`config.mk`:
```
export PLATFORM = sky130hd
export DESIGN_NAME = hold_arbiter
export DESIGN_NICKNAME = d
export VERILOG_FILES = /design/src/rtl/hold_arbiter.sv
export SDC_FILE = /design/constraint.sdc
export NUM_CORES = 1
export LEC_CHECK = 0
export ABC_AREA = 0
export BUFFER_PORTS_ARGS = -buffer_cell sky130_fd_sc_hd__buf_2
export CORE_MARGIN = 2
export CORE_UTILIZATION = 45
export CTS_CLUSTER_DIAMETER = 80
export DETAILED_ROUTE_END_ITERATION = 8
export PLACE_DENSITY_LB_ADDON = 0.3
export SYNTH_ARGS = -nofsm -noshare
export SYNTH_HDL_FRONTEND = slang
export SYNTH_SLANG_ARGS = --single-unit
```
`constraint.sdc`:
```
create_clock -name clk_i -period 2.6 [get_ports clk_i]
set_input_delay 0.26 -clock clk_i [delete_from_list [all_inputs] [get_ports clk_i]]
set_output_delay 0.26 -clock clk_i [all_outputs]
set_load 0.1 [all_outputs]
```
`src/rtl/hold_arbiter.sv`:
```
// ============================================================================
// hold_arbiter: two-requester round-robin arbiter for the 8088 HOLD/HLDA bus
// handshake, with hold-time preemption and HLDA-loss error reporting.
// Revision: 1.0
// ============================================================================
`default_nettype none

module hold_arbiter #(
  parameter int MAX_HOLD = 16
) (
  input  logic clk_i,
  input  logic reset_i,
  input  logic req0_i,
  input  logic req1_i,
  input  logic hlda_i,
  output logic hold_o,
  output logic gnt0_o,
  output logic gnt1_o,
  output logic owner_o,
  output logic err_o
);

  localparam logic [7:0] HOLD_MAX = 8'(MAX_HOLD);

  typedef enum logic [1:0] {
    S_IDLE    = 2'd0,
    S_REQUEST = 2'd1,
    S_GRANT   = 2'd2,
    S_RELEASE = 2'd3
  } state_t;

  state_t     state_q;
  logic       owner_q;
  logic       prio_q;
  logic [7:0] cnt_q;
  logic       hold_q;
  logic       gnt0_q;
  logic       gnt1_q;
  logic       err_q;

  logic own_req_d;
  logic oth_req_d;
  logic winner_d;

  always_comb begin
    own_req_d = owner_q ? req1_i : req0_i;
    oth_req_d = owner_q ? req0_i : req1_i;
    // prio_q names the requester that wins a tie.
    winner_d  = (req0_i & req1_i) ? prio_q : req1_i;
  end

  always_ff @(posedge clk_i or posedge reset_i) begin
    if (reset_i) begin
      state_q <= S_IDLE;
      owner_q <= 1'b0;
      prio_q  <= 1'b0;
      cnt_q   <= 8'd0;
      hold_q  <= 1'b0;
      gnt0_q  <= 1'b0;
      gnt1_q  <= 1'b0;
      err_q   <= 1'b0;
    end else begin
      err_q <= 1'b0;
      case (state_q)
        S_IDLE: begin
          if (req0_i | req1_i) begin
            owner_q <= winner_d;
            hold_q  <= 1'b1;
            state_q <= S_REQUEST;
          end
        end
        S_REQUEST: begin
          if (!own_req_d) begin
            hold_q  <= 1'b0;
            state_q <= S_RELEASE;
          end else if (hlda_i) begin
            gnt0_q  <= ~owner_q;
            gnt1_q  <= owner_q;
            cnt_q   <= 8'd0;
            state_q <= S_GRANT;
          end
        end
        S_GRANT: begin
          if (!hlda_i) begin
            // Processor took the bus back under us: abort without a RELEASE.
            hold_q  <= 1'b0;
            gnt0_q  <= 1'b0;
            gnt1_q  <= 1'b0;
            err_q   <= 1'b1;
            state_q <= S_IDLE;
          end else if (!own_req_d || ((cnt_q == HOLD_MAX) && oth_req_d)) begin
            hold_q  <= 1'b0;
            gnt0_q  <= 1'b0;
            gnt1_q  <= 1'b0;
            state_q <= S_RELEASE;
          end else if (cnt_q != HOLD_MAX) begin
            cnt_q <= cnt_q + 8'd1;
          end
        end
        S_RELEASE: begin
          if (!hlda_i) begin
            prio_q  <= ~owner_q;
            state_q <= S_IDLE;
          end
        end
        default: state_q <= S_IDLE;
      endcase
    end
  end

  assign hold_o  = hold_q;
  assign gnt0_o  = gnt0_q;
  assign gnt1_o  = gnt1_q;
  assign owner_o = owner_q;
  assign err_o   = err_q;

endmodule

`default_nettype wire

```
==> impl_metrics.tcl, run 1 <==
set metrics [dict create \
    total_of_warnings_raised_by_yosys 0 \
    grt_first_pass_wirelength_mm 3.24 \
    diodes 0 \
    int_power_w 0.000712 \
    post_cts.repair.setup_buffers 0 \
    final.setup_skew_ps 2.09 \
    detailedRoute.firstIterationViolations 13 \
    overflow 0 \
    clock_sinks 16 \
    hold_class "primary input to async pin" \
    max_freq_ghz 0.442 \
    postCtsHoldBufs 0 \
    synth_edf_count 0 \
    cts-buffers-inserted 3 \
    power.combinational.fraction 0.577 \
    p_leak_nw 0.488 \
    gp_routability_congestion 0.762 \
    fp.dieArea_um2 2530 \
    power.density_nw_per_um2 1340 \
    synth_cell_type_count 29 \
    number_of_core_rows 16 \
    route.vias.total 794 \
    max_cap_viol 0 \
    worst-setup-path-type "flip-flop to flip-flop" \
    ctsLongestPathBuffers 2 \
    layout_cell_share_with_drive_strength_beyond_1 0.174 \
    worst_ir_drop_vdd_mv 1.15 \
    cts_htree_levels 1 \
    slew_violations 0 \
    crit_required_ps 2820 \
    grt_start_max_net_pins 17 \
    dpl_wire_length_mm 1.47 \
    placement.io_buffers 9 \
    drt_pre_antenna_iters 4 \
    critical_path_arrival_ps 2480 \
    die_width_um 50.3 \
    period_share 0.870 \
    synthesis.nets 115 \
    post_synth_main_area_contributors "sky130_fd_sc_hd__dfrtp_1, sky130_fd_sc_hd__ha_1, sky130_fd_sc_hd__a21oi_1, sky130_fd_sc_hd__mux2i_1, sky130_fd_sc_hd__o21ai_0" \
    cts_root_buf "sky130_fd_sc_hd__clkbuf_4" \
    detailed_route_drc_error_count 0 \
    async_flop_share 1.00 \
    synthToLayoutAreaGrowth_pct 12.1 \
    finalSetupViolations 0 \
    yosysMostFrequentCell "sky130_fd_sc_hd__dfrtp_1" \
    share_clk_of_total_power 0.116 \
    share_seq_of_total_power 0.307 \
    placed_cells_incl_taps 138 \
    tritoncts_clock_tree "built" \
    clock_insertion_delay_worst_skew_ps 290 \
    outcome "finished, final reports clean" \
    max_slew_margin 0.597 \
    critical_path_peak_fanout 10 \
    avgViaCountPerCell 5.59 \
    syn-instance-count 103 \
    final_layout_setup_total_negative_slack_ps 0 \
    setup.worst_path.end_class "flip-flop" \
    synth_ff_type "sky130_fd_sc_hd__dfrtp_1" \
    yosys.area.top_type "sky130_fd_sc_hd__dfrtp_1" \
    timing.rr.end "cnt_q[7]$_DFFE_PP0P_" \
    mappedNetlistArea_um2 965 \
    worst-r2r-cell-count 6 \
    cts.clk_slew.worst_paths_ps 90 \
    nets 128 \
    seq_area_frac_synth 0.415 \
    netSwitchingFraction 0.508 \
    worst-slew-pin-transition_ps 604 \
    yosysTopAreaCellShare 0.415 \
    switching_power_w 0.000735 \
    ys_seq_elements 16 \
    register_to_register_setup_slack_ps 340 \
    syn-mean-instance-area_um2 9.37 \
    routed_wl_mm 1.91 \
    final.min_clock_period_ps 2260 \
    drtAntennaViolNets 0 \
    wl_per_cell_um 13.4 \
    cts-resized-gates 0 \
    most_instantiated_cells_after_synthesis "sky130_fd_sc_hd__dfrtp_1, sky130_fd_sc_hd__inv_1, sky130_fd_sc_hd__a21oi_1, sky130_fd_sc_hd__nand2_1, sky130_fd_sc_hd__o21ai_0" \
    antenna_violations_before_repair 0 \
    setup.worst_path.start_class "flip-flop" \
    num_io_pins 10 \
    final_hold_viol_count 0 \
    critical_path.reg2reg.startpoint "state_q[0]$_DFFE_PP0P_" \
    grt_pass1_vias 757 \
    groute.usage.overall 0.170 \
    initial_utilization 0.482 \
    rsz0062_at_grt "no" \
    dieHeight_um 50.3 \
    coreArea_um2 2000 \
    instances_no_fill 142 \
]
==> registers in the layout (all words and copies together) (netlist names) <==
signal and cells:
cnt_q 8, owner_o 1, prio_q 1, hold_o 1
gnt0_o 1, err_o 1, gnt1_o 1, state_q 2
==> kinds of logic after synthesis <==
family,count (synthesis),synth area share
and+or+nand+nor,33,0.191
AOI/OAI and AO/OA,28,0.180
DFF,16,0.415
buffers and inverters,12,0.0467
muxes,7,0.0765
adders and majority gates,7,0.0908
==> critical path, stage by stage, from the launching register on <==
cell and delay [ps]:
sky130_fd_sc_hd__dfrtp_1 420, sky130_fd_sc_hd__inv_1 130, sky130_fd_sc_hd__ha_1 340, sky130_fd_sc_hd__nor2_1 110, sky130_fd_sc_hd__or4_4 520, sky130_fd_sc_hd__or4_1 510
sky130_fd_sc_hd__a21oi_1 170
==> routing by layer <==
layer / GRT usage / share of wire / up-vias
met5: 0 / 0 / -
met4: 0.0811 / 0.023 / 0
met3: 0.0357 / 0.030 / 5
met2: 0.283 / 0.48 / 15
met1: 0.210 / 0.46 / 371
li1: - / - / 403
==> worst max-delay path by stage <==
stage	from	endpoint	slack [ps]	cells past startpoint
after floorplan	owner_o$_DFFE_PP0P_	cnt_q[7]$_DFFE_PP0P_	340	4
after global placement	state_q[0]$_DFFE_PP0P_	cnt_q[7]$_DFFE_PP0P_	430	6
after detailed placement	state_q[0]$_DFFE_PP0P_	cnt_q[7]$_DFFE_PP0P_	340	6
after CTS	state_q[0]$_DFFE_PP0P_	cnt_q[7]$_DFFE_PP0P_	320	6
after global routing	state_q[0]$_DFFE_PP0P_	cnt_q[7]$_DFFE_PP0P_	150	6
final	state_q[0]$_DFFE_PP0P_	cnt_q[7]$_DFFE_PP0P_	340	6
==> power by group through the flow <==
stage               Combinational (W)  Sequential, W  Clock [W]
floorplan                    0.000433       0.000690          0
global placement             0.000823       0.000445          0
detailed placement           0.000837       0.000451          0
CTS                          0.000838       0.000445   0.000172
global route                 0.000907       0.000464   0.000187
finish                       0.000835       0.000444   0.000168
==> per-stage QoR <==
stage	power (W)	hold slack (ps)	area, µm²	utilization	worst slack, ps
CTS	0.00145	38.9	1080	0.540	316
detailed placement	0.00129	362	1040	0.522	343
global route	0.00156	58.6	1080	0.540	151
global placement	0.00127	363	1040	0.522	425
finish	0.00145	16.8	1080	0.540	338
floorplan	0.00112	174	966	-	343
==> final cells by class <==
| class | instances | area (µm²) |
|---|---|---|
| clock buffers | 4 | 36.3 |
| well taps | 27 | 33.8 |
| repair buffers | 10 | 52.6 |
| flip-flops and latches | 16 | 402 |
| multi-input cells | 75 | 519 |
| inverters | 10 | 37.5 |
| fillers | 183 | 921 |
==> placed cells by master, fill, tap and decap left out, types with 4 or more instances in the layout <==
cell type and instances:
sky130_fd_sc_hd__a21oi_1 8, sky130_fd_sc_hd__buf_2 9, sky130_fd_sc_hd__dfrtp_1 15, sky130_fd_sc_hd__ha_1 7, sky130_fd_sc_hd__inv_1 10, sky130_fd_sc_hd__mux2i_1 4, sky130_fd_sc_hd__nand2_1 8, sky130_fd_sc_hd__nand3_1 5
sky130_fd_sc_hd__nor2_1 4, sky130_fd_sc_hd__o21ai_0 8
Note: power is estimated with default switching activity, not from simulation.
==> run 2, diff against run 1 <==
Settings changed: REMOVE_ABC_BUFFERS set to 1.
==> run 2 against run 1 <==
Effect of this change: sequential power barely moved; critical path depth did not move; sequential share of layout area rose by 0.41 points; critical endpoint unchanged.
==> impl_metrics.tcl, run 2 (same netlist as run 1, synthesis figures left out) <==
set metrics [dict create \
    drt_pre_antenna_iters 4 \
    initial_utilization 0.482 \
    startpoint "state_q[0]$_DFFE_PP0P_" \
    grt_first_pass_wirelength_mm 3.35 \
    detailed_route_drc_error_count 0 \
    hold_class "primary input to async pin" \
    dpl_wire_length_mm 1.49 \
    layout_top_registers "cnt_q (8), state_q (2)" \
    routed_wl_mm 1.96 \
    wl_per_cell_um 13.9 \
    placed_cells_incl_taps 138 \
    crit_required_ps 2810 \
    final_critical_path_setup_slack_ps 302 \
    instances_no_fill 141 \
    gp_routability_congestion 0.769 \
    mostFrequentLayoutCells "sky130_fd_sc_hd__dfrtp_1, sky130_fd_sc_hd__inv_1, sky130_fd_sc_hd__buf_2" \
    worst_ir_drop_vdd_mv 0.808 \
    cts_htree_levels 1 \
    route.vias.total 829 \
    final_hold_viol_count 0 \
    drtAntennaViolNets 0 \
    outcome "finished, final reports clean" \
    worst-setup-path-type "flip-flop to flip-flop" \
    placement.io_buffers 9 \
    cts-buffers-inserted 3 \
    fin_total_pwr_w 0.00141 \
    postCtsHoldBufs 0 \
    ctsLongestPathBuffers 2 \
    coreArea_um2 2000 \
    grt_start_max_net_pins 17 \
    overflow 0 \
    final.setup_skew_ps 5.35 \
    cts-resized-gates 0 \
    critical_path.reg2reg.startpoint "state_q[0]$_DFFE_PP0P_" \
    nets 128 \
    max_freq_ghz 0.435 \
    diodes 0 \
    setup.worst_path.end_class "flip-flop" \
    dieHeight_um 50.3 \
    register_to_register_setup_slack_ps 300 \
    num_io_pins 10 \
    layout_commonest_cell "sky130_fd_sc_hd__dfrtp_1" \
    power.density_nw_per_um2 1330 \
    preCtsSetupSlack_ps 332 \
    clock_insertion_delay_worst_skew_ps 280 \
    antenna_violations_before_repair 0 \
    multi_input_comb_area_um2 519 \
    max_cap_viol 0 \
    worst-r2r-cell-count 6 \
    critical_path_arrival_ps 2510 \
    flip_flop_count_of_the_largest_register_all_copies_and_words_added 8 \
    groute.usage.overall 0.173 \
    post_cts.repair.setup_buffers 0 \
    fp.dieArea_um2 2530 \
    slew_violations 0 \
    p_leak_nw 0.482 \
    area.sequential_um2 400 \
    crit_end "cnt_q[7]$_DFFE_PP0P_" \
    num-fill-cells 192 \
    avgViaCountPerCell 5.88 \
    cts_root_buf "sky130_fd_sc_hd__clkbuf_4" \
    final.min_clock_period_ps 2300 \
    cts.clk_slew.worst_paths_ps 90 \
    number_of_core_rows 16 \
    max_slew_margin 0.593 \
    clock_sinks 16 \
    grt_pass1_vias 774 \
    largest_register "cnt_q" \
    critical_path_peak_fanout 10 \
    detailedRoute.firstIterationViolations 17 \
    die_width_um 50.3 \
    worst-slew-pin-transition_ps 611 \
    timing.rr.end "cnt_q[7]$_DFFE_PP0P_" \
    period_share 0.884 \
    synthToLayoutAreaGrowth_pct 10.5 \
    layout_cell_share_with_drive_strength_beyond_1 0.158 \
    tritoncts_clock_tree "built" \
    setup.worst_path.start_class "flip-flop" \
    finalSetupViolations 0 \
    rsz0062_at_grt "no" \
]
run 2: how the worst min path moves through the flow:
stage	start	to	slack (ps)	depth (start not counted)
5_1_grt	reset_i	cnt_q[3]$_DFFE_PP0P_	90	2
2_1_floorplan	reset_i	cnt_q[0]$_DFFE_PP0P_	170	1
4_1_cts	reset_i	cnt_q[3]$_DFFE_PP0P_	60	2
3_3_place_gp	reset_i	cnt_q[2]$_DFFE_PP0P_	350	2
6_report	reset_i	cnt_q[2]$_DFFE_PP0P_	30	2
3_5_place_dp	reset_i	cnt_q[3]$_DFFE_PP0P_	370	2
run 2: where the power goes:
part | switching [W] | internal (W)
Clock | 0.0000743 | 0.0000538
Combinational | 0.000571 | 0.000272
Sequential | 0.0000896 | 0.000354
Total | 0.000734 | 0.000680
run 2: critical path: stages (launching register included):
cell and delay (ps):
sky130_fd_sc_hd__dfrtp_1 420, sky130_fd_sc_hd__inv_1 130, sky130_fd_sc_hd__ha_1 350, sky130_fd_sc_hd__nor2_1 120, sky130_fd_sc_hd__or4_4 530, sky130_fd_sc_hd__or4_1 520
sky130_fd_sc_hd__a21oi_1 160
run 2: area by class of cell:
cell class / instances / area share
clock buffers: 3 / 0.0211
flip-flops and latches: 16 / 0.376
well taps: 27 / 0.0317
repair buffers: 10 / 0.0493
multi-input cells: 75 / 0.487
inverters: 10 / 0.0352
run 2: per-stage QoR:
stage               setup TNS (ps)  hold WS (ps)   util  area, µm²
floorplan                    -23.6           174      -        957
global placement                 0           353  0.521       1040
detailed placement               0           368  0.521       1040
CTS                              0          59.9  0.533       1070
global route                     0          87.8  0.533       1070
finish                           0          31.2  0.533       1070
run 2: layer usage:
layer	routed length (µm)	GRT usage	vias up
li1	-	-	404
met1	873	0.220	402
met2	988	0.289	18
met3	62	0.0417	5
met4	38	0.0541	0
met5	0	0	-
==> run 3, diff against run 2 <==
Settings changed: CORE_UTILIZATION 45 to 56, TNS_END_PERCENT set to 5.
==> run 3 against run 2 <==
Effect of this change: first-iteration DRC count is 35% higher; count of clock-buffer cells in the layout is 1 higher; flip-flop and latch count stayed put; worst hold slack worse by 19 ps; critical path depth stayed put; non-clock buffer count is 1 lower; global-route usage is 5.4 points higher; clock power is 30% higher.
==> impl_metrics.tcl, run 3 (same netlist as run 1, synthesis figures left out) <==
set metrics [dict create \
    grt_first_pass_wirelength_mm 3.33 \
    clock_insertion_delay_worst_skew_ps 290 \
    drt_pre_antenna_iters 4 \
    num-fill-cells 120 \
    final_area_um2 1060 \
    cts.clk_slew.worst_paths_ps 100 \
    finalSetupViolations 0 \
    groute.usage.overall 0.227 \
    die_width_um 45.5 \
    diodes 0 \
    max_cap_viol 0 \
    register_to_register_setup_slack_ps 280 \
    ctsLongestPathBuffers 2 \
    post_cts.repair.setup_buffers 0 \
    wl_per_cell_um 14.7 \
    clock_sinks 16 \
    final.setup_skew_ps 1.63 \
    share_seq_of_total_power 0.309 \
    detailed_route_drc_error_count 0 \
    finalHoldWorstSlack_ps 12.6 \
    cts_htree_levels 1 \
    dieHeight_um 45.5 \
    outcome "finished, final reports clean" \
    period_share 0.892 \
    initial_utilization 0.619 \
    critical_path_peak_fanout 10 \
    timing.rr.end "cnt_q[7]$_DFFE_PP0P_" \
    layout_commonest_cell "sky130_fd_sc_hd__dfrtp_1" \
    cts-buffers-inserted 3 \
    fin_total_pwr_w 0.00145 \
    multi_input_comb_area_um2 519 \
    setup.worst_path.start_class "flip-flop" \
    critical_path.reg2reg.startpoint "state_q[0]$_DFFE_PP0P_" \
    num_io_pins 10 \
    setup.worst_path.end_class "flip-flop" \
    cts-resized-gates 0 \
    fp.dieArea_um2 2070 \
    antenna_violations_before_repair 0 \
    drtAntennaViolNets 0 \
    grt_start_max_net_pins 17 \
    worst-setup-path-type "flip-flop to flip-flop" \
    postCtsHoldBufs 0 \
    dpl_wire_length_mm 1.41 \
    tritoncts_clock_tree "built" \
    coreArea_um2 1560 \
    detailedRoute.firstIterationViolations 23 \
    power.density_nw_per_um2 1370 \
    placement.io_buffers 9 \
    switching_power_w 0.000743 \
    avgViaCountPerCell 6.50 \
    routed_wl_mm 1.91 \
    grt_pass1_vias 751 \
    slew_violations 0 \
    flip_flop_count_of_the_largest_register_all_copies_and_words_added 8 \
    rsz0062_at_grt "no" \
    share_clk_of_total_power 0.115 \
    final_hold_viol_count 0 \
    critical_path_arrival_ps 2540 \
    mostFrequentLayoutCells "sky130_fd_sc_hd__dfrtp_1, sky130_fd_sc_hd__inv_1, sky130_fd_sc_hd__buf_2" \
    p_leak_nw 0.484 \
    route.vias.total 845 \
    crit_required_ps 2820 \
    overflow 0 \
    int_power_w 0.000707 \
    nets 127 \
    utilization 0.679 \
    number_of_core_rows 14 \
    placement.cell_area_um2 1020 \
    layout_cell_share_with_drive_strength_beyond_1 0.158 \
    path_cells "inv_1, ha_1, nor2_1, or4_4, or4_1, a21oi_1" \
    cts_root_buf "sky130_fd_sc_hd__clkbuf_4" \
    gp_routability_congestion 0.882 \
    layout_top_registers "cnt_q (8), state_q (2)" \
    synthToLayoutAreaGrowth_pct 9.73 \
    cp_slowest_stage_delay_ps 520 \
    critical_path.slowest_cell "sky130_fd_sc_hd__or4_4" \
    final_layout_setup_total_negative_slack_ps 0 \
    area.sequential_um2 400 \
    worst-slew-pin-transition_ps 568 \
    largest_register "cnt_q" \
    worst-r2r-cell-count 6 \
    worst_ir_drop_vdd_mv 1.04 \
    power.combinational.fraction 0.576 \
    netSwitchingFraction 0.513 \
    max_freq_ghz 0.431 \
    final.min_clock_period_ps 2320 \
    hold_class "primary input to async pin" \
    max_slew_margin 0.610 \
]
run 3: layout make-up:
type | count | area share
Tap cell | 16 | 0.0189
Clock buffer | 4 | 0.0343
Inverter | 10 | 0.0355
Sequential cell | 16 | 0.378
Timing Repair Buffer | 9 | 0.0426
Multi-Input combinational cell | 75 | 0.491
run 3: layer usage:
layer | vias to the layer above | track usage | part of all wire
met2 | 30 | 0.330 | 0.45
li1 | 400 | - | -
met3 | 4 | 0.0476 | 0.073
met4 | 0 | 0.106 | 0.017
met5 | - | 0 | 0
met1 | 411 | 0.320 | 0.46
run 3: how the worst max path moves through the flow:
stage	from	endpoint	slack (ps)	cells past startpoint
2_1_floorplan	owner_o$_DFFE_PP0P_	cnt_q[7]$_DFFE_PP0P_	-20	4
3_5_place_dp	state_q[0]$_DFFE_PP0P_	cnt_q[7]$_DFFE_PP0P_	300	6
6_report	state_q[0]$_DFFE_PP0P_	cnt_q[7]$_DFFE_PP0P_	280	6
4_1_cts	state_q[0]$_DFFE_PP0P_	cnt_q[7]$_DFFE_PP0P_	270	6
5_1_grt	state_q[0]$_DFFE_PP0P_	cnt_q[7]$_DFFE_PP0P_	160	6
3_3_place_gp	state_q[0]$_DFFE_PP0P_	cnt_q[7]$_DFFE_PP0P_	430	6
run 3: power groups by stage:
stage	registers, W	logic [W]	clock network, W
2_1_floorplan	0.000689	0.000430	0
3_3_place_gp	0.000444	0.000808	0
3_5_place_dp	0.000452	0.000827	0
4_1_cts	0.000446	0.000834	0.000170
5_1_grt	0.000467	0.000907	0.000179
6_report	0.000448	0.000834	0.000167
run 3: through the flow:
| step | std cells | worst slack (ps) |
|---|---|---|
| floorplan | 101 | -23.6 |
| global placement | 126 | 432 |
| detailed placement | 126 | 304 |
| CTS | 130 | 271 |
| global route | 130 | 156 |
| finish | 130 | 280 |
run 3: critical path, delay by kind of cell (launching register included):
family	cells	cell delay [ps]
buffers and inverters	1	150
DFF	1	430
adders and majority gates	1	360
AOI/OAI and AO/OA	1	150
and+or+nand+nor	3	1150
